$ cat src/rtl/core_launcher.sv
// Host-side launcher for the core req/done handshake: loads an input image into data
// memory, pulses core_req, times the run, then streams a result window back out.
module core_launcher #(
  parameter int unsigned AW        = 8,
  parameter int unsigned DW        = 8,
  parameter int unsigned LOAD_BASE = 0,
  parameter int unsigned LOAD_LEN  = 64,
  parameter int unsigned DUMP_BASE = 64,
  parameter int unsigned DUMP_LEN  = 64,
  parameter int unsigned REQ_CYC   = 2,
  parameter int unsigned TIMEOUT   = 4096,
  parameter int unsigned CW        = 16
) (
  input  logic          clk,
  input  logic          reset,
  input  logic          start,
  output logic          busy,
  input  logic          ld_valid,
  input  logic [DW-1:0] ld_data,
  output logic          ld_ready,
  output logic          mem_own,
  output logic          mem_wr_en,
  output logic [AW-1:0] mem_addr,
  output logic [DW-1:0] mem_wr_data,
  input  logic [DW-1:0] mem_rd_data,
  output logic          core_req,
  input  logic          core_done,
  output logic          res_valid,
  output logic [DW-1:0] res_data,
  input  logic          res_ready,
  output logic          status_ok,
  output logic          status_timeout,
  output logic [CW-1:0] cycle_count
);

  typedef enum logic [2:0] {
    S_IDLE, S_LOAD, S_REQ, S_RUN, S_DUMP, S_DONE
  } state_e;

  state_e        state_q;
  logic [31:0]   idx_q;
  logic [31:0]   req_cnt_q;
  logic [31:0]   run_cnt_q;
  logic [31:0]   run_cnt_d;
  logic          core_req_q;
  logic          res_valid_q;
  logic [DW-1:0] res_data_q;
  logic          status_ok_q;
  logic          status_to_q;
  logic [CW-1:0] cycle_cnt_q;
  logic [CW-1:0] cycle_cnt_d;
  logic          dump_load;
  logic          dump_acc;

  assign run_cnt_d   = run_cnt_q + 32'd1;
  assign cycle_cnt_d = (cycle_cnt_q == '1) ? '1 : cycle_cnt_q + CW'(1);
  // The output register refills whenever it is empty or being drained this cycle.
  assign dump_load   = (!res_valid_q || res_ready) && (idx_q < DUMP_LEN);
  assign dump_acc    = res_valid_q && res_ready;

  assign busy           = (state_q != S_IDLE);
  assign ld_ready       = (state_q == S_LOAD);
  assign mem_own        = (state_q == S_LOAD) || (state_q == S_DUMP);
  assign mem_wr_en      = ld_valid && ld_ready;
  assign mem_wr_data    = ld_data;
  assign core_req       = core_req_q;
  assign res_valid      = res_valid_q;
  assign res_data       = res_data_q;
  assign status_ok      = status_ok_q;
  assign status_timeout = status_to_q;
  assign cycle_count    = cycle_cnt_q;

  always_comb begin
    mem_addr = '0;
    case (state_q)
      S_LOAD:  mem_addr = AW'(LOAD_BASE + idx_q);
      S_DUMP:  mem_addr = AW'(DUMP_BASE + idx_q);
      default: mem_addr = '0;
    endcase
  end

  always_ff @(posedge clk or negedge reset) begin
    if (!reset) begin
      state_q     <= S_IDLE;
      idx_q       <= '0;
      req_cnt_q   <= '0;
      run_cnt_q   <= '0;
      core_req_q  <= 1'b0;
      res_valid_q <= 1'b0;
      res_data_q  <= '0;
      status_ok_q <= 1'b0;
      status_to_q <= 1'b0;
      cycle_cnt_q <= '0;
    end else begin
      case (state_q)
        S_IDLE: begin
          if (start) begin
            status_ok_q <= 1'b0;
            status_to_q <= 1'b0;
            cycle_cnt_q <= '0;
            idx_q       <= '0;
            if (LOAD_LEN == 0) begin
              state_q    <= S_REQ;
              core_req_q <= 1'b1;
              req_cnt_q  <= '0;
            end else begin
              state_q <= S_LOAD;
            end
          end
        end
        S_LOAD: begin
          if (ld_valid) begin
            if (idx_q == LOAD_LEN - 1) begin
              idx_q      <= '0;
              state_q    <= S_REQ;
              core_req_q <= 1'b1;
              req_cnt_q  <= '0;
            end else begin
              idx_q <= idx_q + 32'd1;
            end
          end
        end
        S_REQ: begin
          if (req_cnt_q == REQ_CYC - 1) begin
            core_req_q <= 1'b0;
            run_cnt_q  <= '0;
            state_q    <= S_RUN;
          end else begin
            req_cnt_q <= req_cnt_q + 32'd1;
          end
        end
        S_RUN: begin
          run_cnt_q   <= run_cnt_d;
          cycle_cnt_q <= cycle_cnt_d;
          // done is checked first so it wins over a simultaneous timeout
          if (core_done) begin
            idx_q       <= '0;
            res_valid_q <= 1'b0;
            if (DUMP_LEN == 0) begin
              status_ok_q <= 1'b1;
              state_q     <= S_DONE;
            end else begin
              state_q <= S_DUMP;
            end
          end else if (run_cnt_d == TIMEOUT) begin
            status_to_q <= 1'b1;
            state_q     <= S_DONE;
          end
        end
        S_DUMP: begin
          if (dump_load) begin
            res_data_q  <= mem_rd_data;
            res_valid_q <= 1'b1;
            idx_q       <= idx_q + 32'd1;
          end else if (dump_acc) begin
            res_valid_q <= 1'b0;
            if (idx_q == DUMP_LEN) begin
              status_ok_q <= 1'b1;
              state_q     <= S_DONE;
            end
          end
        end
        S_DONE:  state_q <= S_IDLE;
        default: state_q <= S_IDLE;
      endcase
    end
  end

endmodule

$ cat config.mk
export PLATFORM = sky130hd
export DESIGN_NAME = core_launcher
export DESIGN_NICKNAME = d
export VERILOG_FILES = /design/src/rtl/core_launcher.sv
export SDC_FILE = /design/constraint.sdc
export NUM_CORES = 1
export LEC_CHECK = 0
export ABC_AREA = 0
export CORE_ASPECT_RATIO = 0.75
export CORE_MARGIN = 2
export CORE_UTILIZATION = 42
export DETAILED_ROUTE_END_ITERATION = 10
export HOLD_SLACK_MARGIN = 0.15
export PLACE_DENSITY_LB_ADDON = 0.2
export SLEW_MARGIN = 5
export SYNTH_ARGS = -nofsm -noshare
export SYNTH_HDL_FRONTEND = slang
export SYNTH_SLANG_ARGS = --single-unit
$ cat constraint.sdc
create_clock -name clk -period 5.15 [get_ports clk]
set_input_delay 0.515 -clock clk [delete_from_list [all_inputs] [get_ports clk]]
set_output_delay 0.515 -clock clk [all_outputs]
set_load 0.02 [all_outputs]
# --- Word level (Yosys, flattened, before mapping) ---
# Cells that the tools add are included.
word_totals:
  regBits: 127
  inputBits: 22
  output_inout_bits: 48
  word_cells: 105
op_classes:
  add_sub_neg: 5
  order_cmp: 1
  eq_ne: 23
  n_mux: 42
  reduce_logical: 24
ops:
  columns: ["operator", "n"]
  rows:
  - ["32-bit two-way mux", 9]
  - ["32-bit one-hot mux with 2 select lines", 2]
  - ["32-bit one-hot mux with 4 select lines", 1]
  - ["32-bit by 1-bit adder with 32-bit output (second input constant)", 3]
  - ["32-bit by 1-bit == test with 1-bit output (second input constant)", 1]
  - ["32-bit by 13-bit == test with 1-bit output (second input constant)", 1]
  - ["32-bit by 6-bit == test with 1-bit output (second input constant)", 1]
  - ["32-bit by 7-bit == test with 1-bit output (second input constant)", 1]
  - ["32-bit by 7-bit < comparator with 1-bit output (second input constant)", 1]
  - ["16-bit two-way mux", 2]
  - ["16-bit one-hot mux with 2 select lines", 1]
  - ["3-bit two-way mux", 9]
  - ["2-bit != test (second input constant)", 10]
  - ["16-bit by 1-bit adder with 16-bit output (second input constant)", 1]
  - ["16-bit == test (second input constant)", 1]
  - ["8-bit one-hot mux with 2 select lines", 1]
  - ["3-bit one-hot mux with 5 select lines", 1]
  - ["1-bit two-way mux", 12]
  - ["4-bit AND reduction", 3]
  - ["5-bit AND reduction", 2]
  - ["2-bit nonzero test", 5]
  - ["7-bit by 8-bit adder with 8-bit output (first input constant)", 1]
  - ["1-bit one-hot mux with 2 select lines", 4]
  - ["8-bit AND reduction", 1]
  - ["13 further kinds", 21]

# --- Depth between registers and ports, before layout ---
# Gate-level depths: netlist of run 1.
depth:
  ltp_word: 5
  ltp_mapped: 9
  depth_no_buf: 9

# --- Worst setup path after synthesis of run 1 ---
# No wires, ideal clock.
synth_path:
  path_kind: "register to register"
  startpoint: "register run_cnt_q[0]"
  endpoint: "register state_q[1]"
  setup_ps: 119
  arrival_ps: 2504
  t_required_ps: 5031
  slack_ps: 2527
  stages_incl_launch_ff: 9
  path_buffers: 0
  period_less_slack_ps: 2623
  path_cell_list: "dfrtp_1 -> ha_1 -> nand3_1 -> nor4_2 -> nor3b_1 -> xor2_1 -> nor4_1 -> nand4_1 -> o21ba_1"
synth_via:
  elab_chain_cells: 4
synth_lines:
  columns: ["item", "line", "source"]
  rows:
  - ["start, declared", "43", "logic [31:0] run_cnt_q;"]
  - ["start signal, assigned", "133", "run_cnt_q <= run_cnt_d;"]
  - ["32-bit by 1-bit adder with 32-bit output", "55", "assign run_cnt_d = run_cnt_q + 32'd1;"]
  - ["32-bit by 13-bit == test with 1-bit output", "145", "end else if (run_cnt_d == TIMEOUT) begin"]
  - ["3-bit != test (no source line)", null, null]
  - ["8-bit AND reduction (no source line)", null, null]
  - ["end signal, assigned", "141", "state_q <= S_DONE;"]
  - ["end signal, assigned", "143", "state_q <= S_DUMP;"]
  - ["end signal, assigned", "147", "state_q <= S_DONE;"]
  - ["end, declared", "40", "state_e state_q;"]
# Every way passes these cells.
# A chain may end at the register's enable or synchronous reset.

# --- Final worst setup path of run 1 ---
layout_path:
  startpoint: "register state_q[2]"
  endpoint: "output mem_addr[4]"
layout_via:
  elab_chain_cells: 2
  elab_cells_between_ends: 3
  classes_between: "eq/ne (2); mux (1)"
layout_lines:
  columns: ["item", "line", "source"]
  rows:
  - ["start signal, assigned", "84", "state_q <= S_IDLE;"]
  - ["start signal, assigned", "103", "state_q <= S_REQ;"]
  - ["start signal, assigned", "107", "state_q <= S_LOAD;"]
  - ["3-bit == test / 3-bit by 1-bit == test with 1-bit output (equally long branches)", "75", "case (state_q)"]
  - ["8-bit one-hot mux with 2 select lines (*)", "75", null]
  - ["end, declared", "23", "output logic [AW-1:0] mem_addr,"]
# Every way passes the cells marked *; elsewhere a longest branch is shown, timed or not.

==> results of run 1 <==
[kinds of logic after synthesis]
logic type	count (synthesis)	share of synthesized area (%)
multiplexers	13	1.89
flip-flops	127	42.2
AO/OA/AOI/OAI	189	15.3
XOR/XNOR	48	5.58
AND/OR/NAND/NOR	410	29.0
adder cells (fa/ha/maj)	11	1.83
buffers and inverters	75	4.26
[through the flow]
stage                     instances  utilization (%)
after floorplan                 873                -
after global placement         1122             46.5
after detailed placement       1122             46.5
after CTS                      1154             49.7
after global routing           1154             49.7
final                          1154             49.7
[sequential cells by signal, summed over array words and instances (netlist names)]
name	flops
idx_q	32
res_data	8
run_cnt_q	32
status_ok	1
cycle_count	16
status_timeout	1
res_valid	1
req_cnt_q	32
state_q	3
core_req	1
[power groups by stage]
| stage | Combinational, mW | Clock, mW | Sequential, mW |
|---|---|---|---|
| 2_1_floorplan | 0.127 | 0 | 1.11 |
| 3_5_place_dp | 0.260 | 0 | 1.10 |
| 5_1_grt | 0.283 | 1.21 | 1.09 |
| 3_3_place_gp | 0.256 | 0 | 1.10 |
| 4_1_cts | 0.261 | 1.16 | 1.08 |
| 6_report | 0.257 | 1.14 | 1.08 |
[worst min-delay path by stage]
| stage | endpoint | slack, ns | cells after the start |
|---|---|---|---|
| floorplan | core_req$_DFFE_PN0P_ | 0.22 | 0 |
| global placement | core_req$_DFFE_PN0P_ | 0.47 | 1 |
| detailed placement | core_req$_DFFE_PN0P_ | 0.48 | 1 |
| CTS | res_data[7]$_DFFE_PN0P_ | 0.16 | 1 |
| global route | res_data[7]$_DFFE_PN0P_ | 0.18 | 1 |
| finish | res_data[7]$_DFFE_PN0P_ | 0.11 | 1 |
[layout make-up]
| class | count | area [um^2] | area share, % |
|---|---|---|---|
| Tap cell | 242 | 303 | 3.46 |
| Clock inverter | 13 | 115 | 1.32 |
| Inverter | 23 | 86.3 | 0.987 |
| Timing Repair Buffer | 59 | 577 | 6.59 |
| Clock buffer | 19 | 443 | 5.06 |
| Sequential cell | 127 | 3180 | 36.3 |
| Multi-Input combinational cell | 671 | 4050 | 46.3 |
[layer usage]
metal  up-vias  wire length [um]
li1       3212                 -
met1      3113              9770
met2       183              7540
met3        12              1150
met4         0               148
met5         -                 0
[placed cells by master, fill, tap and decap left out, types with 3 or more instances in the layout]
cell type and n:
dfrtp_1 127, nor2_1 105, nand2_1 89, o21ai_0 78, clkdlybuf4s50_1 52, nand4_1 42
a21oi_1 41, nand3_1 32, xor2_1 25, inv_1 23, xnor2_1 23, nor3_1 22
nor4_1 20, and3_1 17, clkbuf_16 17, o31ai_1 15, and4_1 14, or3_1 12
a31oi_1 11, ha_1 11, and2_1 10, mux2_2 10, nor2b_1 8, nor4_2 8
buf_4 6, a311oi_1 5, clkinv_2 5, nand2b_1 4, o21ai_1 4, nor3b_1 4
a211oi_1 4, clkinv_4 4, a22o_1 3, nor4b_1 3, mux2i_1 3, or4_1 3
[critical path, delay by kind of cell (launching register included)]
| family | cells | cell delay [ns] |
|---|---|---|
| DFF | 1 | 0.51 |
| buffers and inverters | 2 | 0.75 |
| and+or+nand+nor | 3 | 1.33 |
==> impl_metrics.toml, run 1 <==
[run_status]
status = "finished, final reports clean"

[job]
cap_violations = 0

[worst_setup_path]
crit_arrival_ns = 3.02
worstPathRequired_ns = 4.64
cp-start-kind = "flop"
critPathKind = "flop to output port"
worstRegToRegCells = 8
r2r-end = "state_q[1]$_DFFE_PN0P_"
worst-path-max-fanout = 10
slowest_stage = "nor3_1"
reg2reg_slack_ns = 1.96
reg2reg_from = "run_cnt_q[0]$_DFFE_PN0P_"
cp_cell_sequence = "inv_1 -> nor3_1 -> nor2_1 -> nor2b_1 -> clkdlybuf4s50_1"
end_kind = "output port"
crit_path_start = "state_q[2]$_DFFE_PN0P_"
crit_end = "mem_addr[4]"
slowest_delay_ns = 0.77

[sta]
slew_violations = 0
rsz0062_at_grt = "false"
clock.fmax_mhz = 283
max_slew_margin_pct = 28.7
fin_crit_sh_pct = 68.6
worst_pin_slew_ns = 1.06
holdWs_ns = 0.114
finalSetupViolations = 0
timing.final.ws_setup_ns = 1.62
fin_skew_ns = 0.00873
fin_crit_ns = 3.53
fin_tns_setup_ns = 0
hold_violations = 0

[global_routing]
grt_pass1_wl_um = 31000
grt_pass1_vias = 5833
grtUsageMet3_pct = 5.01
overflow = 0
use_met2_pct = 27.2
grt_util_all_layers_pct = 20.2
grt_max_degree = 80
antenna_found_initial = 0
top_usage_layer = "met1"
grtUsageMet1_pct = 31.7

[clocking]
clockBufferDepth = 2
root_buffer = "clkbuf_16"
cts_tree = "yes"
clkTransAtPathRegs_ns = 0.06
clk_latency_ns = 0.43
clkSinkCount = 127
cts_hold_buf = 0
h-tree-depth = 4
cts_made_buffers = 17
ctsResizeCount = 0
post_cts_buffers = 0

[detailed_routing]
vias_per_cell = 5.65
antenna_left = 0
dr_total_vias = 6520
wire_per_inst_um = 16.1
drtIter0Drc = 639
drc_errors = 0
firstDrtPassIters = 5
wirelength_um = 18600

[power]
pwr-share-seq_pct = 43.7
power_frac_comb_pct = 10.4
p_int_mw = 1.82
leakagePower_nw = 3.55
p_per_area_nw_per_um2 = 283
p_clk_share_pct = 45.9
power.switching_mw = 0.658
switching_share_pct = 26.5
vdd_drop_max_mv = 0.142
finalPower_mw = 2.48

[yosys]
ys_top_cells_by_area = "dfrtp_1 (42%), o21ai_0 (5.2%), nor2_1 (5.2%)"
yosysWarningCount = 0
avgSynthCellArea_um2 = 8.64
synth_flop_cell = "dfrtp_1"
synth_cells = 873
synth_enable_flop_cells = 0
synth_async_sr_flop_share_pct = 100
synth_most_common_cell = "dfrtp_1"
synth_top_area_cell = "dfrtp_1"
ys_seq_area_share_pct = 42.2
ys_ff_latch = 127
synth_fp_nets = 906
synth_area_um2 = 7540
synthDistinctLibCells = 69
ys_top_cells_by_count = "dfrtp_1 (127), nor2_1 (105), nand2_1 (89)"
yosysTopAreaCellShare_pct = 42.2

[place]
gp_congestion = 0.869
dp_hpwl_um = 12800
port_buffers = 53
placed_area_um2 = 8190
place_ws_ns = 2.03

[floorplanning]
chipHeight_um = 120
die_w_um = 159
core-area_um2 = 17600
dieArea_um2 = 19100
rows = 42
start_util_pct = 42.8
ios = 70

[layout]
areaGrowthSynthToFinish_pct = 16.0
drive_gt1_share_pct = 7.57
antenna_cells = 0
stdcell_area_um2 = 8750
nNetsFinal = 932
fillers = 1639

[worst_hold_path]
hp-class = "input pin to asynchronous set/reset pin"
(Power assumes the default switching activity.)
==> run 2, diff against run 1 <==
==> constraint.sdc (replaced) <==
create_clock -name clk -period 3.06 [get_ports clk]
set_input_delay 0.306 -clock clk [delete_from_list [all_inputs] [get_ports clk]]
set_output_delay 0.306 -clock clk [all_outputs]
set_load 0.02 [all_outputs]
==> run 2 against run 1 <==
First-iteration DRC count fell by 17%. Core utilization rose by 1.3 points. Via count rose by 2.1%. Clock-buffer cell count rose by 1. Routed wire length barely moved. Global-route usage rose by 0.25 points. Largest cell class unchanged. Combinational power rose by 72%.
==> impl_metrics.toml, run 2 (synthesized netlist as in run 1, its figures left out) <==
[run_status]
status = "finished, final reports clean"

[place]
port_buffers = 53
dp_hpwl_um = 12900
gp_congestion = 0.896
place_ws_ns = 0.253
placed_area_um2 = 8330

[worst_setup_path]
critical_path_buf_inv_count = 1
end_kind = "flop"
crit_path_start = "run_cnt_q[0]$_DFFE_PN0P_"
r2r-end = "state_q[1]$_DFFE_PN0P_"
slowest_delay_ns = 0.45
crit_arrival_ns = 3.14
slowest_stage = "dfrtp_1"
critPathKind = "flop to flop"
worstRegToRegCells = 9
worstPathRequired_ns = 3.37
reg2reg_slack_ns = 0.23
worst-path-max-fanout = 8
cp-start-kind = "flop"
cp_cell_sequence = "ha_1 -> nand3_1 -> nor4_2 -> buf_4 -> o211a_1 -> a21oi_1 -> nor4bb_1 -> nand4_1 -> o21ba_1"
critPathTopFamily = "simple AND/OR/NAND/NOR gates"
reg2reg_from = "run_cnt_q[0]$_DFFE_PN0P_"

[floorplanning]
ios = 70
rows = 42
dieArea_um2 = 19100
chipHeight_um = 120
start_util_pct = 42.8
die_w_um = 159
core-area_um2 = 17600

[detailed_routing]
antenna_left = 0
drtIter0Drc = 532
firstDrtPassIters = 5
drc_errors = 0
vias_per_cell = 5.69
dr_total_vias = 6654
wirelength_um = 18600
wire_per_inst_um = 15.9

[layout]
areaGrowthSynthToFinish_pct = 19.0
stdcell_area_um2 = 8970
largest_registers = "idx_q (32), req_cnt_q (32), run_cnt_q (32)"
final_common_cell = "dfrtp_1"
postLayoutCoreUtil_pct = 50.9
drive_gt1_share_pct = 9.16
nNetsFinal = 948
most-common-layout-cells = "dfrtp_1 (127), nor2_1 (105), nand2_1 (89)"
antenna_cells = 0

[global_routing]
grt_pass1_vias = 6163
grt_util_all_layers_pct = 20.4
grtUsageMet3_pct = 4.87
top_usage_layer = "met1"
antenna_found_initial = 0
grt_max_degree = 56
use_met2_pct = 29.5
grt_pass1_wl_um = 31600
overflow = 0
grtUsageMet1_pct = 30.6

[clocking]
clkSinkCount = 127
clockBufferDepth = 2
cts_made_buffers = 17
clkTransAtPathRegs_ns = 0.06
root_buffer = "clkbuf_16"
h-tree-depth = 4
clk_latency_ns = 0.42
cts_tree = "yes"

[sta]
timing.final.ws_setup_ns = 0.226
fin_skew_ns = 0.0129
rsz0062_at_grt = "false"
worst_pin_slew_ns = 0.783
max_slew_margin_pct = 47.6
clock.fmax_mhz = 353
fin_tns_setup_ns = 0
finalSetupViolations = 0
slew_violations = 0
hold_violations = 0
fin_crit_sh_pct = 92.6
fin_crit_ns = 2.83

[worst_hold_path]
hp-class = "input pin to asynchronous set/reset pin"

[power]
leakagePower_nw = 3.67
vdd_drop_max_mv = 0.289
finalPower_mw = 4.39
p_per_area_nw_per_um2 = 489

[job]
cap_violations = 0
[run 2: changes by cell type in the layout (fill, tap and decap cells not counted), sizes merged]
| cell | previous run | this run |
|---|---|---|
| buf | 7 | 22 |
| bufinv | 1 | 3 |
| clkbuf | 19 | 20 |
| clkinv | 9 | 6 |
| clkinvlp | 1 | 2 |
| dlygate4sd3 | 0 | 1 |
| inv | 25 | 24 |
[run 2: how the worst max path moves through the flow]
stage                             end  slack, ns  cells past startpoint
3_5_place_dp    idx_q[16]$_DFFE_PN0P_       0.25                      5
3_3_place_gp    idx_q[30]$_DFFE_PN0P_       0.30                      5
2_1_floorplan  state_q[1]$_DFFE_PN0P_       0.44                      8
5_1_grt        state_q[1]$_DFFE_PN0P_       0.02                      8
4_1_cts         idx_q[30]$_DFFE_PN0P_       0.29                      8
6_report       state_q[1]$_DFFE_PN0P_       0.23                      9
[run 2: metrics by stage]
step / hold WS, ns / instances
3_3_place_gp: 0.310 / 1137
6_report: 0.405 / 1170
2_1_floorplan: 0.0104 / 873
3_5_place_dp: 0.309 / 1137
4_1_cts: 0.422 / 1170
5_1_grt: 0.446 / 1170
[run 2: worst register-to-register path, stage by stage (launching register included)]
cell      delay [ns]
dfrtp_1         0.45
ha_1            0.33
nand3_1         0.33
nor4_2          0.41
buf_4           0.21
o211a_1         0.14
a21oi_1         0.05
nor4bb_1        0.34
nand4_1         0.24
o21ba_1         0.23
[run 2: power by group]
group | internal, mW | total (mW) | switching, mW
clock | 1.35 | 2.13 | 0.776
combinational | 0.196 | 0.442 | 0.247
sequential | 1.74 | 1.82 | 0.0813
total | 3.28 | 4.39 | 1.10
[run 2: layer usage]
metal	routed length [um]	vias up
met3	1040	19
met2	7800	178
met1	9570	3205
met5	0	-
li1	-	3252
met4	198	0
[run 2: final cells by class]
class                           instances  area (um^2)
Fill cell                            1661         8640
Multi-Input combinational cell        671         4050
Sequential cell                       127         3180
Timing Repair Buffer                   75          724
Clock buffer                           20          467
Tap cell                              242          303
Clock inverter                         12          159
Inverter                               23         86.3
[run 2: timing repair]
item	in CTS	in global routing
buffers inserted	0	0
gates resized for setup	0	0
hold buffers	1	0
hold endpoints to repair	53	0
==> run 3, diff against run 2 <==
--- a/config.mk
+++ b/config.mk
@@ -7,7 +7,6 @@
 export LEC_CHECK = 0
 export ABC_AREA = 0
 export CORE_ASPECT_RATIO = 0.75
-export CORE_MARGIN = 2
 export CORE_UTILIZATION = 42
 export DETAILED_ROUTE_END_ITERATION = 10
 export HOLD_SLACK_MARGIN = 0.15
==> run 3 against run 2 <==
Non-clock buffer count rose by 4. Register-to-register slack better by 0.10 ns. Sequential share of layout area is 0.18 points lower. Critical path depth fell by 4. Core utilization increased by 0.26 points. Highest routed layer unchanged.
==> impl_metrics.toml, run 3 (synthesized netlist as in run 1, its figures left out) <==
[run_status]
status = "finished, final reports clean"

[sta]
rsz0062_at_grt = "false"
worst_pin_slew_ns = 0.655
hold_violations = 0
fin_skew_ns = 0.0114
clock.fmax_mhz = 360
fin_tns_setup_ns = 0
max_slew_margin_pct = 56.3
fin_crit_ns = 2.78
finalSetupViolations = 0
slew_violations = 0
fin_crit_sh_pct = 90.8

[worst_setup_path]
cp-start-kind = "flop"
critPathTopFamily = "simple AND/OR/NAND/NOR gates"
slowest_stage = "clkdlybuf4s50_1"
cp_cell_sequence = "nor3b_2 -> buf_4 -> nor2_1 -> nor2b_1 -> clkdlybuf4s50_1"
critPathKind = "flop to output port"
worst-path-max-fanout = 13
worstPathRequired_ns = 2.75
critical_path_buf_inv_count = 2
crit_arrival_ns = 2.47
slowest_delay_ns = 0.58
end_kind = "output port"

[global_routing]
grtUsageMet1_pct = 34.3
grt_max_degree = 67
top_usage_layer = "met1"
use_met2_pct = 29.3
antenna_found_initial = 0
grt_util_all_layers_pct = 21.8
grtUsageMet3_pct = 5.08
grt_pass1_vias = 6016
overflow = 0
grt_pass1_wl_um = 31800

[detailed_routing]
drtIter0Drc = 528
antenna_left = 0
drc_errors = 0
firstDrtPassIters = 5
wirelength_um = 18800
wire_per_inst_um = 16.0
dr_total_vias = 6602
vias_per_cell = 5.62

[worst_hold_path]
hp-class = "input pin to asynchronous set/reset pin"

[power]
vdd_drop_max_mv = 0.294
leakagePower_nw = 3.70
p_per_area_nw_per_um2 = 499

[floorplanning]
die_w_um = 157
start_util_pct = 42.8
core-area_um2 = 17600
rows = 42
ios = 70
dieArea_um2 = 18500
chipHeight_um = 118

[clocking]
clockBufferDepth = 2
clkTransAtPathRegs_ns = 0.06
clk_latency_ns = 0.43
root_buffer = "clkbuf_16"
cts_tree = "yes"
clkSinkCount = 127
cts_made_buffers = 17
h-tree-depth = 4

[place]
gp_congestion = 0.866
dp_hpwl_um = 12900
placed_area_um2 = 8350
port_buffers = 53

[layout]
ff_latch_area_um2 = 3180
areaGrowthSynthToFinish_pct = 19.5
nNetsFinal = 952
stdcell_area_um2 = 9010
multiInputGateArea_um2 = 4050
fillers = 1625
final_common_cell = "dfrtp_1"
antenna_cells = 0
drive_gt1_share_pct = 9.66
largest_registers = "idx_q (32), req_cnt_q (32), run_cnt_q (32)"
most-common-layout-cells = "dfrtp_1 (127), nor2_1 (105), nand2_1 (89)"

[job]
cap_violations = 0
==> run 3: metal layers <==
layer	vias up	routed length (um)
met4	0	206
met2	186	7800
met5	-	0
met1	3137	9640
met3	20	1140
li1	3259	-
==> run 3: path summary, 6_finish.rpt <==
check / to / slack (ns) / cells past startpoint / start
worst max-delay path: mem_addr[4] / 0.28 / 5 / state_q[0]$_DFFE_PN0P_
worst min-delay path: idx_q[28]$_DFFE_PN0P_ / 0.46 / 2 / reset
max in group asynchronous: cycle_count[10]$_DFFE_PN0P_ / 1.83 / 3 / reset
worst min register to register: core_req$_DFFE_PN0P_ / 0.49 / 1 / core_req$_DFFE_PN0P_
min in group clk: res_data[1]$_DFFE_PN0P_ / 0.49 / 2 / mem_rd_data[1]
worst max register to register: state_q[1]$_DFFE_PN0P_ / 0.33 / 8 / run_cnt_q[1]$_DFFE_PN0P_
==> run 3: cell type report <==
cell class / instances / area share [%]
Clock buffer: 19 / 5.02
Clock inverter: 13 / 2.22
Inverter: 23 / 0.958
Multi-Input combinational cell: 671 / 44.9
Sequential cell: 127 / 35.3
Tap cell: 242 / 3.36
Timing Repair Buffer: 79 / 8.23
==> run 3: power by group <==
group | internal (mW) | leakage (nW) | total [mW] | switching (mW)
sequential | 1.74 | 1.65 | 1.82 | 0.0803
clock | 1.43 | 0.317 | 2.24 | 0.818
combinational | 0.195 | 1.73 | 0.439 | 0.244
==> run 3: what timing repair did <==
item                                    CTS  global route
endpoints found under the hold margin    65             0
endpoints found under the setup margin    0             1
gates resized for setup                   0             1
buffers inserted                          0             0
hold buffers                              1             0
==> run 3: through the flow <==
stage | setup WS [ns] | utilization, % | power, mW | hold slack [ns] | cells
floorplan | 0.437 | - | 2.07 | 0.0104 | 873
global placement | 0.404 | 47.4 | 2.29 | 0.361 | 1141
detailed placement | 0.258 | 47.4 | 2.29 | 0.362 | 1141
CTS | 0.228 | 51.2 | 4.55 | 0.472 | 1174
global route | 0.0694 | 51.2 | 4.68 | 0.485 | 1174
finish | 0.283 | 51.2 | 4.50 | 0.464 | 1174
